===== config.mk =====
export PLATFORM = sky130hd
export DESIGN_NAME = rf_multiport
export DESIGN_NICKNAME = d
export VERILOG_FILES = /design/src/rtl/rf_pkg.sv /design/src/rtl/rf_scoreboard.sv /design/src/rtl/rf_multiport.sv
export SDC_FILE = /design/constraint.sdc
export NUM_CORES = 2
export LEC_CHECK = 0
export CORE_MARGIN = 2
export CORE_UTILIZATION = 55
export DETAILED_ROUTE_END_ITERATION = 8
export PLACE_DENSITY = 0.72
export SYNTH_ARGS = -nofsm -noshare
export SYNTH_HDL_FRONTEND = slang
export SYNTH_HIERARCHICAL = 1
export SYNTH_SLANG_ARGS = --single-unit
export TNS_END_PERCENT = 10

===== constraint.sdc =====
create_clock -name clk -period 4.24 [get_ports clk]
set_clock_uncertainty 0.2 [all_clocks]
set_input_delay 1.06 -clock clk [delete_from_list [all_inputs] [get_ports clk]]
set_output_delay 1.06 -clock clk [all_outputs]
set_load 0.05 [all_outputs]

===== src/rtl/rf_pkg.sv =====
// Shared types and helpers for the multi-port register file.
// Holds the dump FSM encoding and the write-to-read forwarding test.
package rf_pkg;

  localparam int XLEN_DEF = 32;

  typedef enum logic [1:0] {
    IDLE,
    RUN,
    DONE
  } dump_st_e;

  function automatic logic rf_bypass(
    input logic        we,
    input logic [15:0] waddr,
    input logic [15:0] raddr
  );
    return we && (waddr == raddr);
  endfunction

endpackage


===== src/rtl/rf_scoreboard.sv =====
// Per-register busy bits for hazard detection.
// Reservation beats a same-cycle write so the newest producer is tracked.
module rf_scoreboard
  import rf_pkg::*;
#(
  parameter int NREG     = 32,
  parameter int AW       = $clog2(NREG),
  parameter int NRD      = 2,
  parameter int ZERO_REG = 1
) (
  input  logic            clk,
  input  logic            rstn,
  input  logic            we,
  input  logic [AW-1:0]   waddr,
  input  logic            rsv_valid,
  input  logic [AW-1:0]   rsv_addr,
  input  logic [NRD*AW-1:0] raddr,
  output logic [NRD-1:0]  rbusy
);

  logic [NREG-1:0] busy;
  logic [NREG-1:0] busy_n;

  always_comb begin
    busy_n = busy;
    for (int i = 0; i < NREG; i++) begin
      if (rsv_valid && rsv_addr == AW'(i))
        busy_n[i] = 1'b1;
      else if (we && waddr == AW'(i))
        busy_n[i] = 1'b0;
    end
    if (ZERO_REG != 0)
      busy_n[0] = 1'b0;
  end

  always_ff @(posedge clk or negedge rstn) begin
    if (!rstn)
      busy <= '0;
    else
      busy <= busy_n;
  end

  for (genvar k = 0; k < NRD; k++) begin : g_rb
    logic [AW-1:0] ra;
    assign ra = raddr[k*AW +: AW];
    // only the clear is forwarded; a new reservation shows next cycle
    assign rbusy[k] = busy[ra] &
      ~rf_bypass(we, 16'(waddr), 16'(ra));
  end

endmodule


===== src/rtl/rf_multiport.sv =====
// Register file with NRD bypassed read ports, one write port,
// a busy scoreboard and a valid/ready dump engine.
module rf_multiport
  import rf_pkg::*;
#(
  parameter int XLEN     = XLEN_DEF,
  parameter int NREG     = 32,
  parameter int AW       = $clog2(NREG),
  parameter int NRD      = 2,
  parameter int ZERO_REG = 1
) (
  input  logic              clk,
  input  logic              rstn,
  input  logic              we,
  input  logic [AW-1:0]     waddr,
  input  logic [XLEN-1:0]   wdata,
  input  logic [NRD*AW-1:0] raddr,
  output logic [NRD*XLEN-1:0] rdata,
  output logic [NRD-1:0]    rbusy,
  input  logic              rsv_valid,
  input  logic [AW-1:0]     rsv_addr,
  input  logic              dump_req,
  output logic              dump_valid,
  input  logic              dump_ready,
  output logic [AW-1:0]     dump_addr,
  output logic [XLEN-1:0]   dump_data,
  output logic              dump_done
);

  logic [XLEN-1:0] mem [NREG];
  logic            wr_ok;

  assign wr_ok = we &&
    !(ZERO_REG != 0 && waddr == '0);

  always_ff @(posedge clk or negedge rstn) begin
    if (!rstn) begin
      for (int i = 0; i < NREG; i++)
        mem[i] <= '0;
    end else if (wr_ok) begin
      mem[waddr] <= wdata;
    end
  end

  for (genvar k = 0; k < NRD; k++) begin : g_rd
    logic [AW-1:0]   ra;
    logic [XLEN-1:0] rd;
    assign ra = raddr[k*AW +: AW];
    always_comb begin
      if (ZERO_REG != 0 && ra == '0)
        rd = '0;
      else if (rf_bypass(we, 16'(waddr), 16'(ra)))
        rd = wdata;
      else
        rd = mem[ra];
    end
    assign rdata[k*XLEN +: XLEN] = rd;
  end

  rf_scoreboard #(
    .NREG     (NREG),
    .AW       (AW),
    .NRD      (NRD),
    .ZERO_REG (ZERO_REG)
  ) u_sb (
    .clk       (clk),
    .rstn      (rstn),
    .we        (we),
    .waddr     (waddr),
    .rsv_valid (rsv_valid),
    .rsv_addr  (rsv_addr),
    .raddr     (raddr),
    .rbusy     (rbusy)
  );

  dump_st_e        st, st_n;
  logic [AW-1:0]   addr_n;
  logic [XLEN-1:0] data_n;
  logic [AW-1:0]   da;
  logic [XLEN-1:0] da_eff;

  // single extra read port feeding the next dump beat
  assign da = (st == IDLE) ? '0 : dump_addr + 1'b1;

  always_comb begin
    if (ZERO_REG != 0 && da == '0)
      da_eff = '0;
    else if (rf_bypass(we, 16'(waddr), 16'(da)))
      da_eff = wdata;
    else
      da_eff = mem[da];
  end

  always_comb begin
    st_n   = st;
    addr_n = dump_addr;
    data_n = dump_data;
    unique case (st)
      IDLE: if (dump_req) begin
        st_n   = RUN;
        addr_n = '0;
        data_n = da_eff;
      end
      RUN: if (dump_ready) begin
        if (dump_addr == AW'(NREG - 1)) begin
          st_n = DONE;
        end else begin
          addr_n = da;
          data_n = da_eff;
        end
      end
      DONE: st_n = IDLE;
      default: st_n = IDLE;
    endcase
  end

  always_ff @(posedge clk or negedge rstn) begin
    if (!rstn) begin
      st        <= IDLE;
      dump_addr <= '0;
      dump_data <= '0;
    end else begin
      st        <= st_n;
      dump_addr <= addr_n;
      dump_data <= data_n;
    end
  end

  assign dump_valid = (st == RUN);
  assign dump_done  = (st == DONE);

endmodule


# == Yosys cells after proc, flatten, opt, wreduce, memory -nomap -nowiden ==
# Cells that the tools add are included.
# classes
n_addsub,1
magnitude_cmp,7
n_eq_ne,72
muxes,97
bitwise,8
reduce_logical,107
# ops
cell,count
1024-bit bitwise mux,1
32-bit two-way mux,16
32-bit binary-select mux with 5-bit select,3
5-bit equality test (second input constant),33
32-bit demux with 5-bit select,1
5-bit by 4-bit equality test with 1-bit output (second input constant),16
1-bit logical AND,67
1-bit two-way mux,64
32-bit case mux with 2 select lines,1
2-bit nonzero test,32
5-bit by 3-bit equality test with 1-bit output (second input constant),8
6-bit >= comparator (second input constant),4
5-bit inverter with 6-bit output,4
5-bit by 2-bit equality test with 1-bit output (second input constant),4
5-bit logical NOT,4
5-bit two-way mux,4
5-bit equality test,3
5-bit by 6-bit < comparator with 1-bit output (second input constant),2
1-bit binary-select mux with 5-bit select,2
5-bit by 1-bit equality test with 1-bit output (second input constant),2
5-bit case mux with 2 select lines,1
6-bit by 1-bit < comparator with 1-bit output (second input constant),1
2-bit two-way mux,3
5-bit by 1-bit adder with 5-bit output (second input constant),1
11 further kinds,15
# word_totals
register_bits,1094
input_bits,58
out_inout_bits,105
elab_cells,358

# == Depth between registers and ports, before layout ==
# logic_depth
ltp_word,11
depth_mapped,12
ltp_nobuf,10

# == Modules after synthesis ==
# The synthesis kept the hierarchy.
# modules_own_cells
mod,n_inst,cells_per_inst,area_each_um2,seq_area_each_um2
rf_multiport,1,4800,65112.4,26600.5
rf_scoreboard,1,195,1975.6,775.7

# == Least setup slack after synthesis ==
# Ideal clock, no wire load.
# synth_timing
path_type,input-to-output
from,input raddr[0]
to,output rdata[31]
t_arrival_ns,3.730
required_time_ns,2.980
setup_slack_ns,-0.750
stages,9
path_buffers,5
cell_sequence,buf_2 buf_2 buf_6 buf_6 xor2_1 nor4_1 nand3_1 clkbuf_1 a211oi_1
# synth_between
elab_chain_cells,6
word_cells_on_any_way,9
cone_classes,eq/ne: 1; mux: 5; bitwise: 1; reduce/logical: 2
# synth_lines
element,line,rtl
from (decl),rf_multiport.sv:17,"input logic [NRD*AW-1:0] raddr,"
5-bit inverter with 6-bit output (implied by the code),rf_multiport.sv:55,rd = mem[ra];
32-bit binary-select mux with 5-bit select,rf_multiport.sv:55,
32-bit two-way mux (implied by the code) (2 in a row),rf_multiport.sv:55,
32-bit two-way mux,rf_multiport.sv:52,"else if (rf_bypass(we, 16'(waddr), 16'(ra)))"
32-bit two-way mux *,rf_multiport.sv:50,if (ZERO_REG != 0 && ra == '0)
to (decl),rf_multiport.sv:18,"output logic [NRD*XLEN-1:0] rdata,"
# Mark *: on every way between the ends. The rest lies on a longest branch, timed or not. The select of a mux whose other input is x is not followed.

# == Worst setup path in the final report ==
# layout_timing
from,input raddr[0]
to,output rdata[23]
# Same word-level chain as after synthesis.

==> results.toml <==
[status]
run_status = "finished, violations left"
failed_checks = "setup timing"

[cts]
max-clock-path-buffers = 3
cts_hold_repair.buffers = 0
htree_levels = 3
tritoncts_clock_tree = "yes"
clkTransAtPathRegs_ns = 0.06
clock-sinks = 1094
cts_made_buffers = 119
clk_root_buffer_cell = "sky130_fd_sc_hd__clkbuf_16"
clk_latency_ns = 0.78

[finish]
area.growth.synth_to_final_pct = 21.30
drive_above_1_share_pct = 51.80
layout.cells.most_common_list = "sky130_fd_sc_hd__mux2_2 (1144), sky130_fd_sc_hd__dfrtp_1 (1093), sky130_fd_sc_hd__mux4_2 (623)"
final_nets = 5294
multi_input_area_um2 = 38750
finalCoreUtilization_pct = 67.03
leading_cell_type_in_the_layout_fill_and_taps_excluded = "sky130_fd_sc_hd__mux2_2"
fill_cells = 8540
area.sequential_um2 = 27380

[synthesis]
post_synth_inst_count = 4995
ys.warnings.count = 6
synth_top_area_share_pct = 40.81
synth.yosys.seq_area_share_pct = 40.81
synth_seq_cells = 1094
synthesis.area_per_instance_um2 = 13.43
syn_area_um2 = 67090
postSynth.topFlopCell = "sky130_fd_sc_hd__dfrtp_1"
syn_nets = 5055
area_contributors_post_synth = "sky130_fd_sc_hd__dfrtp_1 (41%), sky130_fd_sc_hd__mux4_2 (21%), sky130_fd_sc_hd__mux2_2 (19%)"
synth_cell_type_count = 72
postSynth.asyncResetShare_pct = 100.0
yosys.area.top_type = "sky130_fd_sc_hd__dfrtp_1"
synth-edff-count = 0

[worst_setup_path]
setup.worst_path.end_class = "output port"
timing.rr.start = "dump_addr[0]"
list_of_cells_traversed_by_the_critical_path = "buf_16 -> buf_16 -> buf_16 -> mux4_2 -> mux4_2 -> mux2i_2 -> buf_4 -> a211oi_4 -> buf_12"
start_kind = "input port"
cp_max_fo = 13
setup.worst_path.class = "in -> out"
cp_data_arrival_time_ns = 3.27
timing.critical_path.mode_cell = "sky130_fd_sc_hd__buf_16"
critPathBufInv = 5
critical_path.slowest_cell = "sky130_fd_sc_hd__mux4_2"
critical-path-top-delay-family = "multiplexers"
start_point_of_the_critical_path = "raddr[0]"
cp_slowest_stage_delay_ns = 0.54
setup_slack_reg_to_reg_ns = 0.36
worst_ep_required_time_ns = 2.98

[global_routing]
global_route.overflow_total = 0
antenna_found_initial = 4
grt_start_max_net_pins = 123
grt_pass1_vias = 52680
gr-usage-all-layers_pct = 39.91
grt_first_pass_wirelength_um = 366000

[die]
chipHeight_um = 353.3
effective_utilization_at_floorplan_pct = 55.26
design.die.area_um2 = 124800
dieWidth_um = 353.3
placement_rows = 128
core_region_area_um2 = 121400
ios = 163

[power_and_ir_drop]
power-per-cell-area_nw_per_um2 = 564.9
p_total_uw = 45970
power.static_leakage_uw = 0.03404
peakVddDrop_v = 0.0006648

[sta]
hold_viol_final = 0
report.final.slew_viol_count = 0
achievable-frequency_ghz = 0.2206
fin_ws_ns = -0.2930
setup_viol = 65
unrepaired_setup_endpoints_after_global_routing = "yes"
period_share_pct = 106.9
final.min_clock_period_ns = 4.533
worst_pin_slew_ns = 1.140
slew_headroom_pct = 23.74

[place]
dp_slack_ns = -0.7381
finalWeightedCongestion = 0.9365
dpl_wire_length_um = 155000
portBuffers = 162

[flow_run]
timing.max_cap.violations = 0

[route]
remaining_drc_errors = 0
vias = 52170
drtAntennaViolNets = 0
detail_route.vias_per_cell = 7.492
avgRoutedWirePerCell_um = 35.75
detailedRoute.firstPassIterationCount = 9
drtIter0Drc = 7239
detail_route.wirelength_um = 249000

[hold_path]
hp-class = "in -> async"
## Yosys cell counts, types with 9 or more instances
library cell	count
sky130_fd_sc_hd__a211oi_1	106
sky130_fd_sc_hd__a21oi_1	46
sky130_fd_sc_hd__a221oi_1	17
sky130_fd_sc_hd__a222oi_1	68
sky130_fd_sc_hd__a22o_1	22
sky130_fd_sc_hd__a31oi_1	13
sky130_fd_sc_hd__a32oi_1	12
sky130_fd_sc_hd__and2_1	11
sky130_fd_sc_hd__and3_1	9
sky130_fd_sc_hd__buf_1	79
sky130_fd_sc_hd__buf_2	145
sky130_fd_sc_hd__buf_4	17
sky130_fd_sc_hd__clkbuf_1	336
sky130_fd_sc_hd__dfrtp_1	1094
sky130_fd_sc_hd__mux2_2	1144
sky130_fd_sc_hd__mux2i_1	227
sky130_fd_sc_hd__mux4_2	623
sky130_fd_sc_hd__nand2_1	251
sky130_fd_sc_hd__nand2b_1	13
sky130_fd_sc_hd__nand3_1	54
sky130_fd_sc_hd__nand3b_1	9
sky130_fd_sc_hd__nor2_1	128
sky130_fd_sc_hd__nor2b_1	30
sky130_fd_sc_hd__nor3_1	24
sky130_fd_sc_hd__o211ai_1	10
sky130_fd_sc_hd__o21ai_0	169
sky130_fd_sc_hd__o221ai_1	99
sky130_fd_sc_hd__o22ai_1	100
sky130_fd_sc_hd__xnor2_1	9
sky130_fd_sc_hd__xor2_1	16
## power breakdown
group	leakage [uW]	internal [uW]	switching, uW	total [uW]
sequential	0.0140	12500	2160	14600
combinational	0.0179	9120	10500	19600
clock	0.00214	7050	4640	11700
total	0.0340	28600	17300	46000
## per-stage QoR
stage | setup TNS (ns) | std cells | hold WS (ns) | area, um2
3_3_place_gp | -22.49 | 6680 | 0.1995 | 75390
4_1_cts | -12.58 | 6941 | 0.04982 | 80910
3_5_place_dp | -22.63 | 6680 | 0.2065 | 75390
2_1_floorplan | -4.462 | 4995 | 0.2587 | 68020
6_report | -12.89 | 6964 | 0.03316 | 81380
5_1_grt | -14.29 | 6963 | 0.04249 | 81370
## worst paths after layout
| kind | endpoint | cells after the start |
|---|---|---|
| min in group clk | mem[997] | 0 |
| worst min-delay path | mem[486] | 1 |
| worst max register to register | dump_data[15] | 10 |
| worst max-delay path | rdata[23] | 9 |
| worst min register to register | mem[997] | 0 |
| max in group asynchronous | mem[660] | 2 |
## area by class of cell
class	count	area share [%]
Antenna cell	3	0.009225
Clock buffer	161	4.213
Clock inverter	62	1.161
Inverter	6	0.02768
Multi-Input combinational cell	3314	47.62
Sequential cell	1094	33.65
Tap cell	1625	2.499
Timing Repair Buffer	699	10.83
## logic make-up (layout without fill, tap and decap cells)
logic type / after synthesis / in the layout / share of synthesized area (%)
adder cells (fa/ha/maj): 2 / 2 / 0.03729
other: 0 / 3 / 0
multiplexers: 1998 / 1998 / 43.64
buffers and inverters: 587 / 928 / 3.695
XOR/XNOR: 26 / 26 / 0.3506
flip-flops: 1094 / 1094 / 40.81
AO/OA/AOI/OAI: 727 / 727 / 7.738
AND/OR/NAND/NOR: 561 / 561 / 3.730
## registers in the layout (all words and copies together), names as in the netlist
| register | flops |
|---|---|
| mem | 1024 |
| dump_data | 32 |
| u_sb/busy | 31 |
| dump_addr | 5 |
| st | 2 |
## what timing repair did
action | in CTS | in global routing
gates resized for setup | 122 | 54
setup endpoints to repair | 65 | 65
pin swaps | 30 | 26
buffers inserted | 27 | 18
gates cloned | 12 | 4
## routing by layer
metal | vias up | GRT usage (%) | wire length, um
met2 | 4126 | 58.79 | 108700
met5 | - | 0 | 19
met3 | 1077 | 12.27 | 33080
met4 | 2 | 25.00 | 19910
li1 | 20140 | - | -
met1 | 26830 | 51.79 | 87230
Note: power is estimated with default switching activity, not from simulation.
